### src/rtl/serial_subtractor.sv
// serial_subtractor: bit-serial a - b, LSB first, one full-subtractor cell and a borrow flop.
// Results are registered on the edge entering DONE and held until the next completion.
module serial_subtractor #(
    parameter int WIDTH = 4,
    localparam int CW = $clog2(WIDTH+1)
) (
    input  logic             clk,
    input  logic             rst,
    input  logic             start,
    input  logic [WIDTH-1:0] a,
    input  logic [WIDTH-1:0] b,
    output logic             busy,
    output logic             done,
    output logic [WIDTH-1:0] diff,
    output logic             borrow,
    output logic             zero
);
    typedef enum logic [1:0] {IDLE, SHIFT, DONE} state_t;
    state_t state, state_n;
    logic [WIDTH-1:0] sa, sb, sd, sd_n;
    logic [CW-1:0] count;
    logic bflop, d, bo, accept, last;

    always_comb begin
        d = sa[0] ^ sb[0] ^ bflop;
        bo = (~sa[0] & sb[0]) | (~(sa[0] ^ sb[0]) & bflop);
        sd_n = {d, sd[WIDTH-1:1]};
        last = count == CW'(WIDTH-1);
        accept = start && state != SHIFT;
        state_n = state == SHIFT ? (last ? DONE : SHIFT) : (accept ? SHIFT : IDLE);
    end

    assign busy = state == SHIFT;
    assign done = state == DONE;

    always_ff @(posedge clk or posedge rst)
        if (rst) state <= IDLE;
        else state <= state_n;

    always_ff @(posedge clk or posedge rst) begin
        if (rst) begin
            sa <= '0;
            sb <= '0;
            sd <= '0;
            bflop <= 1'b0;
            count <= '0;
            diff <= '0;
            borrow <= 1'b0;
            zero <= 1'b0;
        end else if (accept) begin
            sa <= a;
            sb <= b;
            sd <= '0;
            bflop <= 1'b0;
            count <= '0;
        end else if (state == SHIFT) begin
            sa <= sa >> 1;
            sb <= sb >> 1;
            sd <= sd_n;
            bflop <= bo;
            count <= count + 1'b1;
            if (last) begin
                diff <= sd_n;
                borrow <= bo;
                zero <= sd_n == '0;
            end
        end
    end
endmodule
### config.mk
export PLATFORM = sky130hd
export DESIGN_NAME = serial_subtractor
export DESIGN_NICKNAME = d
export VERILOG_FILES = /design/src/rtl/serial_subtractor.sv
export SDC_FILE = /design/constraint.sdc
export NUM_CORES = 1
export LEC_CHECK = 0
export BUFFER_PORTS_ARGS = -buffer_cell sky130_fd_sc_hd__buf_2
export CAP_MARGIN = 20
export CELL_PAD_IN_SITES_DETAIL_PLACEMENT = 1
export CELL_PAD_IN_SITES_GLOBAL_PLACEMENT = 2
export CORE_MARGIN = 8
export CORE_UTILIZATION = 37
export DETAILED_ROUTE_END_ITERATION = 16
export GPL_ROUTABILITY_DRIVEN = 1
export PLACE_DENSITY_LB_ADDON = 0.1
export SYNTH_ARGS = -nofsm -noshare
export SYNTH_HDL_FRONTEND = slang
export SYNTH_SLANG_ARGS = --single-unit
export TNS_END_PERCENT = 100
### constraint.sdc
create_clock -name clk -period 2.8 [get_ports clk]
set_input_delay 0.56 -clock clk [delete_from_list [all_inputs] [get_ports clk]]
set_output_delay 0.56 -clock clk [all_outputs]
set_load 0.02 [all_outputs]
==> run metrics, run 1 <==
Max VDD drop=0.000633 V; Core Area=2690 um2; Hold WC Path Type=in -> async; min Tclk post-route=1.69 ns; CTS buffer count=3; # DRC=0; slew margin rel.=40.8%; Mapped Cells=89; CP startpoint=state[1]$_DFF_PP0_; Root Buffer Master=clkbuf_4; Fin Setup TNS=0 ns; GP Congestion=0.678; final net count=123; largest net degree at the start of global routing=24; grt ovf=0; post-route design area=1150 um2; setup slack after layout=1.11 ns; CTS resizes=0; fraction of layout instances using a drive strength above 1=27.8%; Ys Warns=0; initial antenna violation count=0; Mean Syn Cell Area=11.4 um2; row count=19; via count of the routed design=685; CP max FO=7; Synth Register Bits=23; Post-CTS Hold Fix Bufs=0; cell total after placement=135; clk sinks=23; final period utilization=60.5%; final std cells w/o fill=139; Reg clk slew, reported paths=0.13 ns; Top Ports=19; gr usage total=9.71%; dpl ws=1.17 ns; Synth cell types=18; Synth Net Count=103; Die Span Y=68.3 um; Power, Total=1.18 mW; Crit path arrival time=1.13 ns; vias in the first global route=796; DR iter-0 viols=23; Worst Max-Slew Pin Slew=0.888 ns; worst hold slack=0.415 ns; CTS Buffer Depth=2; vias per cell=4.93; Area after DPL=1120 um2; Die ar.=4670 um2; area share of the largest cell type after synthesis=56.8%; post-synthesis cell area=1010 um2; HPWL after detailed placement=1380 um; final-report hold violation count=0; Final ANT Viol Nets=0; Die W=68.3 um; Routed WL=1930 um; # Post-CTS Setup Buffers=0; RSZ-0062 raised after global routing=no; Max Slew Vio Count=0; global-route wire length before repair=3440 um; CP Class=reg -> out; Leak=0.595 nW; Worst Path Required=2.24 ns; run status=completed; initial core utilization=37.7%; htree depth=1; max-cap viol count=0; antenna fix cells=0; CP startpoint kind=register; post-layout util=42.8%; P per Cell Area=1030 nW/um2; Fmax achieved=590 MHz; worst-skew pair later-pin latency=0.31 ns; CTS tree=built; Synth area leader=dfrtp_1; drt wl/cell=13.9 um; CP endpoint kind=output port; worst flop-to-flop path startpoint=sa[0]$_DFFE_PP0P_; IO Port Bufs=18; DRT Pass-1 Iters=2; Seq/Total Area, Yosys=56.8%; Synth-to-Final Area Change=13.5%; clock skew=0.00872 ns; final setup fails=0; main area contributors after synthesis=dfrtp_1, mux2i_1, nand2_1, mux2_2, o21ai_0
routing by layer:
metal | GRT usage (%) | vias to the layer above | share of wire [%]
li1 | - | 334 | -
met1 | 11.0 | 332 | 46
met2 | 16.6 | 15 | 47
met3 | 2.45 | 4 | 5.8
met4 | 4.60 | 0 | 1.4
met5 | 0 | - | 0
power breakdown:
part | switching, mW | total (mW) | internal [mW]
logic | 0.285 | 0.485 | 0.200
registers | 0.0760 | 0.543 | 0.467
clock network | 0.0991 | 0.152 | 0.0533
total | 0.460 | 1.18 | 0.720
cells by family (layout without fill, tap and decap cells):
family,Yosys count,count (layout),synth area share (%)
multiplexers,13,13,13.5
AND/OR/NAND/NOR,30,30,15.4
adder cells (fa/ha/maj),3,3,4.44
flip-flops,23,23,56.8
buffers and inverters,10,29,4.94
AO/OA/AOI/OAI,10,10,4.94
placed cells by master, fill, tap and decap left out:
master	n
nor2b_1	1
clkbuf_4	3
nand2_1	16
ha_1	2
o21ai_1	1
buf_4	1
buf_2	18
nand3b_2	1
fa_1	1
or3_1	2
nand3b_1	4
mux2i_1	8
clkinv_2	1
dfrtp_1	23
mux2_2	5
o21ai_0	9
or4_1	1
nor2_1	4
inv_1	6
nand2b_4	1
final timing paths:
kind,to,slack (ns),cells past startpoint
max,busy,1.11,3
min in group clk,sa[3]$_DFFE_PP0P_,0.49,3
min,zero$_DFFE_PP0P_,0.41,2
min reg2reg,zero$_DFFE_PP0P_,0.50,2
max in group asynchronous,count[2]$_DFFE_PP0P_,1.84,2
max reg2reg,zero$_DFFE_PP0P_,1.16,3
sequential cells by signal, indices dropped and copies added (netlist names):
name / cells
state: 2
sb: 4
borrow: 1
count: 3
sd: 3
bflop: 1
zero: 1
sa: 4
diff: 4
synthesized netlist by cell type:
cell type	count
or4_1	1
buf_2	1
nand3b_2	1
or3_1	2
buf_4	3
o21ai_1	1
nand2b_4	1
nor2b_1	1
inv_1	6
nand3b_1	4
fa_1	1
nand2_1	16
dfrtp_1	23
nor2_1	4
mux2_2	5
ha_1	2
o21ai_0	9
mux2i_1	8
final cells by class:
type	count	area, um2
well taps	31	38.8
repair buffers	19	97.6
clock inverters	1	5.00
clock buffers	3	22.5
inverters	6	22.5
flip-flops and latches	23	576
multi-input cells	56	388
fillers	316	1540
worst max-delay path, cell delays in order, from the launching register on:
cell and delay [ns]:
dfrtp_1 0.40, nand2b_4 0.18, inv_1 0.08, buf_2 0.16
(Power assumes the default switching activity.)
==> run 2, diff against run 1 <==
--- a/config.mk
+++ b/config.mk
@@ -10,7 +10,7 @@
 export CELL_PAD_IN_SITES_DETAIL_PLACEMENT = 1
 export CELL_PAD_IN_SITES_GLOBAL_PLACEMENT = 2
 export CORE_MARGIN = 8
-export CORE_UTILIZATION = 37
+export CORE_UTILIZATION = 31
 export DETAILED_ROUTE_END_ITERATION = 16
 export GPL_ROUTABILITY_DRIVEN = 1
 export PLACE_DENSITY_LB_ADDON = 0.1
==> constraint.sdc (replaced) <==
create_clock -name clk -period 1.55 [get_ports clk]
set_input_delay 0.31 -clock clk [delete_from_list [all_inputs] [get_ports clk]]
set_output_delay 0.31 -clock clk [all_outputs]
set_load 0.02 [all_outputs]
==> run 2 against run 1 <==
Compared with the run above:
- cell count is 18% higher
- sequential cell count stayed put
- clock skew is 0.0076 ns lower
- power increased by 110%
- critical path depth unchanged
- setup slack worse by 1.0 ns
- register-to-register slack worse by 1.1 ns
- worst hold slack worse by 0.40 ns
- cell area up 10%
- global-route usage decreased by 0.25 points
- largest cell class unchanged
==> run metrics, run 2 (same netlist as run 1, synthesis figures left out) <==
family with the most delay on the worst path=adder cells; cell total after placement=152; CTS tree=built; Max VDD drop=0.000499 V; GP Congestion=0.696; slew margin rel.=77.4%; Max Slew Vio Count=0; grt ovf=0; Top Ports=19; row count=20; gr usage total=9.46%; # DRC=0; initial core utilization=32.9%; largest net degree at the start of global routing=24; CTS Buffer Depth=2; setup slack after layout=0.0619 ns; antenna fix cells=0; filler instances=360; IO Port Bufs=18; worst reg-to-reg path cell count=3; CTS buffer count=3; initial antenna violation count=0; Root Buffer Master=clkbuf_4; Core Area=3080 um2; Worst path max stage delay=0.48 ns; critical path, cell by cell=fa_1, or4_1, o21ai_1; Hold WC Path Type=in -> async; Crit path arrival time=1.74 ns; highest-delay cell along the critical path=fa_1; Worst Max-Slew Pin Slew=0.338 ns; final setup fails=0; max-cap viol count=0; vias per cell=4.43; Final ANT Viol Nets=0; Reg clk slew, reported paths=0.13 ns; fraction of layout instances using a drive strength above 1=36.7%; clk sinks=23; Leak=0.656 nW; Synth-to-Final Area Change=25.3%; run status=completed; Routed WL=2220 um; CP Class=reg -> reg; P per Cell Area=1910 nW/um2; final net count=135; via count of the routed design=726; DRT Pass-1 Iters=2; CP endpoint kind=register; WP buf/inv=0; htree depth=1; Worst R2R End=zero$_DFFE_PP0P_; global-route wire length before repair=3860 um; Power, Total=2.43 mW; min Tclk post-route=1.49 ns; worst flop-to-flop path startpoint=sa[0]$_DFFE_PP0P_; Fin Setup TNS=0 ns; Die ar.=5350 um2; CP max FO=2; Die Span Y=73.2 um; CP startpoint=sa[0]$_DFFE_PP0P_; r2r setup slk=0.06 ns; HPWL after detailed placement=1490 um; final std cells w/o fill=164; CP startpoint kind=register; dpl ws=-0.0417 ns; Largest regs=diff x4, sa x4, sb x4; RSZ-0062 raised after global routing=no; final period utilization=96.0%; final-report hold violation count=0; commonest non-fill, non-tap cell in the layout=dfrtp_1; Fmax achieved=672 MHz; Die W=73.2 um; Worst Path Required=1.80 ns; worst-skew pair later-pin latency=0.31 ns; worst hold slack=0.0181 ns; drt wl/cell=13.5 um; vias in the first global route=823; DR iter-0 viols=27; Post-CTS Hold Fix Bufs=0; clock skew=0.00116 ns; most frequent cells in the layout=dfrtp_1, buf_2, nand2_1, buf_4, o21ai_0
-- run 2: stage by stage --
stage / cell area [um2] / utilization, %
2_1_floorplan: 1010 / -
6_report: 1270 / 41.3
3_5_place_dp: 1170 / 38.0
4_1_cts: 1230 / 40.0
3_3_place_gp: 1170 / 38.0
5_1_grt: 1270 / 41.3
-- run 2: worst reg2reg max path, stage by stage, from the launching register on --
cell and delay (ns):
dfrtp_1 0.42, fa_1 0.48, or4_1 0.40, o21ai_1 0.13
-- run 2: routing by layer --
metal | vias to the layer above | part of all wire (%) | GRT usage (%)
met5 | - | 0 | 0
met1 | 348 | 47 | 10.9
met4 | 0 | 1.8 | 4.67
met3 | 4 | 6.2 | 3.02
li1 | 357 | - | -
met2 | 17 | 45 | 15.4
-- run 2: layout make-up --
type | count | area (um2) | area share [%]
inverters | 6 | 26.3 | 2.07
multi-input cells | 56 | 397 | 31.2
repair buffers | 31 | 188 | 14.8
flip-flops and latches | 23 | 577 | 45.4
clock inverters | 1 | 5.00 | 0.394
well taps | 44 | 55.1 | 4.33
clock buffers | 3 | 22.5 | 1.77
-- run 2: worst max-delay path by stage --
stage                        end  slack [ns]  cells past startpoint
6_report        zero$_DFFE_PP0P_        0.06                      3
5_1_grt        bflop$_DFFE_PP0P_      0.0004                      6
4_1_cts                     busy       0.005                      3
3_5_place_dp    zero$_DFFE_PP0P_       -0.04                      4
3_3_place_gp    zero$_DFFE_PP0P_       -0.03                      4
2_1_floorplan   zero$_DFFE_PP0P_        0.01                      4
-- run 2: where the power goes --
group | switching [mW] | leakage (nW) | internal [mW]
logic | 0.598 | 0.345 | 0.566
clock network | 0.184 | 0.0177 | 0.0964
registers | 0.140 | 0.294 | 0.846
-- run 2: repair_timing --
item,4_1_cts,5_1_grt
resized for setup,1,2
setup buffers,4,4
pin swaps,3,0
setup endpoints to repair,2,3
==> run 3, diff against run 2 <==
--- a/config.mk
+++ b/config.mk
@@ -10,7 +10,7 @@
 export CELL_PAD_IN_SITES_DETAIL_PLACEMENT = 1
 export CELL_PAD_IN_SITES_GLOBAL_PLACEMENT = 2
 export CORE_MARGIN = 8
-export CORE_UTILIZATION = 31
+export CORE_UTILIZATION = 34
 export DETAILED_ROUTE_END_ITERATION = 16
 export GPL_ROUTABILITY_DRIVEN = 1
 export PLACE_DENSITY_LB_ADDON = 0.1
==> constraint.sdc (replaced) <==
create_clock -name clk -period 1.66 [get_ports clk]
set_input_delay 0.332 -clock clk [delete_from_list [all_inputs] [get_ports clk]]
set_output_delay 0.332 -clock clk [all_outputs]
set_load 0.02 [all_outputs]
==> run 3 against run 2 <==
Compared with the run above:
- via count decreased by 5.5%
- worst hold slack improved by 0.010 ns
- non-clock buffer count decreased by 10
- clock power decreased by 6%
- setup slack improved by 0.021 ns
- sequential share of layout area increased by 3.8 points
- first-iteration DRC count decreased by 70%
- sequential power decreased by 6.6%
- power decreased by 16%
==> run metrics, run 3 (same netlist as run 1, synthesis figures left out) <==
Area after DPL=1140 um2; Max Slew Vio Count=0; Max VDD drop=0.000404 V; commonest non-fill, non-tap cell in the layout=dfrtp_1; Power, Total=2.05 mW; Die W=70.6 um; DRT Pass-1 Iters=5; CTS tree=built; Top Ports=19; Hold WC Path Type=in -> async; CP startpoint kind=register; global-route wire length before repair=3570 um; RSZ-0062 raised after global routing=no; final setup fails=0; P per Cell Area=1750 nW/um2; initial antenna violation count=0; final period utilization=95.0%; vias per cell=4.80; internal power=1.24 mW; HPWL after detailed placement=1510 um; Clock Power Share=12.9%; Core Area=2950 um2; Synth-to-Final Area Change=15.4%; htree depth=1; Worst Path Required=1.33 ns; gr usage total=8.99%; # Post-CTS Setup Buffers=0; CTS buffer count=3; grt ovf=0; Largest regs=diff x4, sa x4, sb x4; DR iter-0 viols=8; Fmax achieved=634 MHz; CTS Buffer Depth=2; Die ar.=4980 um2; # DRC=0; CTS resizes=0; run status=completed; worst-skew pair later-pin latency=0.31 ns; antenna fix cells=0; clock skew=0.000746 ns; Die Span Y=70.6 um; dpl ws=0.0393 ns; post-layout util=39.6%; Final ANT Viol Nets=0; max-cap viol count=0; clk sinks=23; GP Congestion=0.640; Sw Share=39.2%; part of the power in combinational logic=42.1%; net load switching power=803 uW; largest net degree at the start of global routing=24; drt wl/cell=14.1 um; Root Buffer Master=clkbuf_4; filler instances=359; CP max FO=7; fraction of layout instances using a drive strength above 1=30.0%; vias in the first global route=760; final std cells w/o fill=143; via count of the routed design=686; Reg clk slew, reported paths=0.12 ns; setup slack after layout=0.0830 ns; Routed WL=2020 um; final-report hold violation count=0; Worst Max-Slew Pin Slew=0.335 ns; CP endpoint kind=output port; Leak=0.598 nW; post-route design area=1170 um2; cell total after placement=139; min Tclk post-route=1.58 ns; Post-CTS Hold Fix Bufs=0; row count=20; final net count=125; Crit path arrival time=1.25 ns; CP Class=reg -> out; initial core utilization=34.3%; Flop pwr share=45.0%; slew margin rel.=77.6%; IO Port Bufs=18; most frequent cells in the layout=dfrtp_1, buf_2, nand2_1, o21ai_0, mux2i_1; Fin Setup TNS=0 ns; worst hold slack=0.0284 ns
==> run 3: path summary, 6_finish.rpt <==
check | start | to | slack (ns) | cells after the start
setup / recovery | state[0]$_DFF_PP0_ | busy | 0.08 | 3
hold / removal | rst | sd[3]$_DFFE_PP0P_ | 0.03 | 3
min in group clk | b[3] | sb[3]$_DFFE_PP0P_ | 0.26 | 3
setup reg to reg | sa[0]$_DFFE_PP0P_ | zero$_DFFE_PP0P_ | 0.12 | 3
max in group asynchronous | rst | sa[2]$_DFFE_PP0P_ | 1.41 | 3
hold reg to reg | sa[3]$_DFFE_PP0P_ | sa[2]$_DFFE_PP0P_ | 0.50 | 2
==> run 3: routing by layer <==
layer	routed length [um]	up-vias	global-route usage (%)	part of all wire, %
met5	0	-	0	0
met4	48	0	5.54	2.4
met3	143	5	3.11	7.1
met2	962	18	15.2	48
met1	867	329	9.42	43
li1	-	334	-	-
==> run 3: power groups by stage <==
stage	clock, mW	sequential (mW)	combinational (mW)
finish	0.263	0.921	0.863
global route	0.292	0.948	0.996
CTS	0.282	0.925	0.883
detailed placement	0	0.938	0.875
global placement	0	0.924	0.847
floorplan	0	0.981	0.555
==> run 3: worst max-delay path: stages (launching register included) <==
cell	delay [ns]
dfrtp_1	0.45
nand2b_4	0.15
clkinvlp_4	0.15
buf_2	0.18
==> run 3: cell type report <==
| class | count | area, um2 | share of cell area, % |
|---|---|---|---|
| clock buffer | 4 | 26.3 | 2.25 |
| inverter | 6 | 26.3 | 2.25 |
| timing repair buffer | 21 | 113 | 9.63 |
| multi-input combinational | 56 | 388 | 33.2 |
| sequential | 23 | 576 | 49.2 |
| tap | 33 | 41.3 | 3.53 |
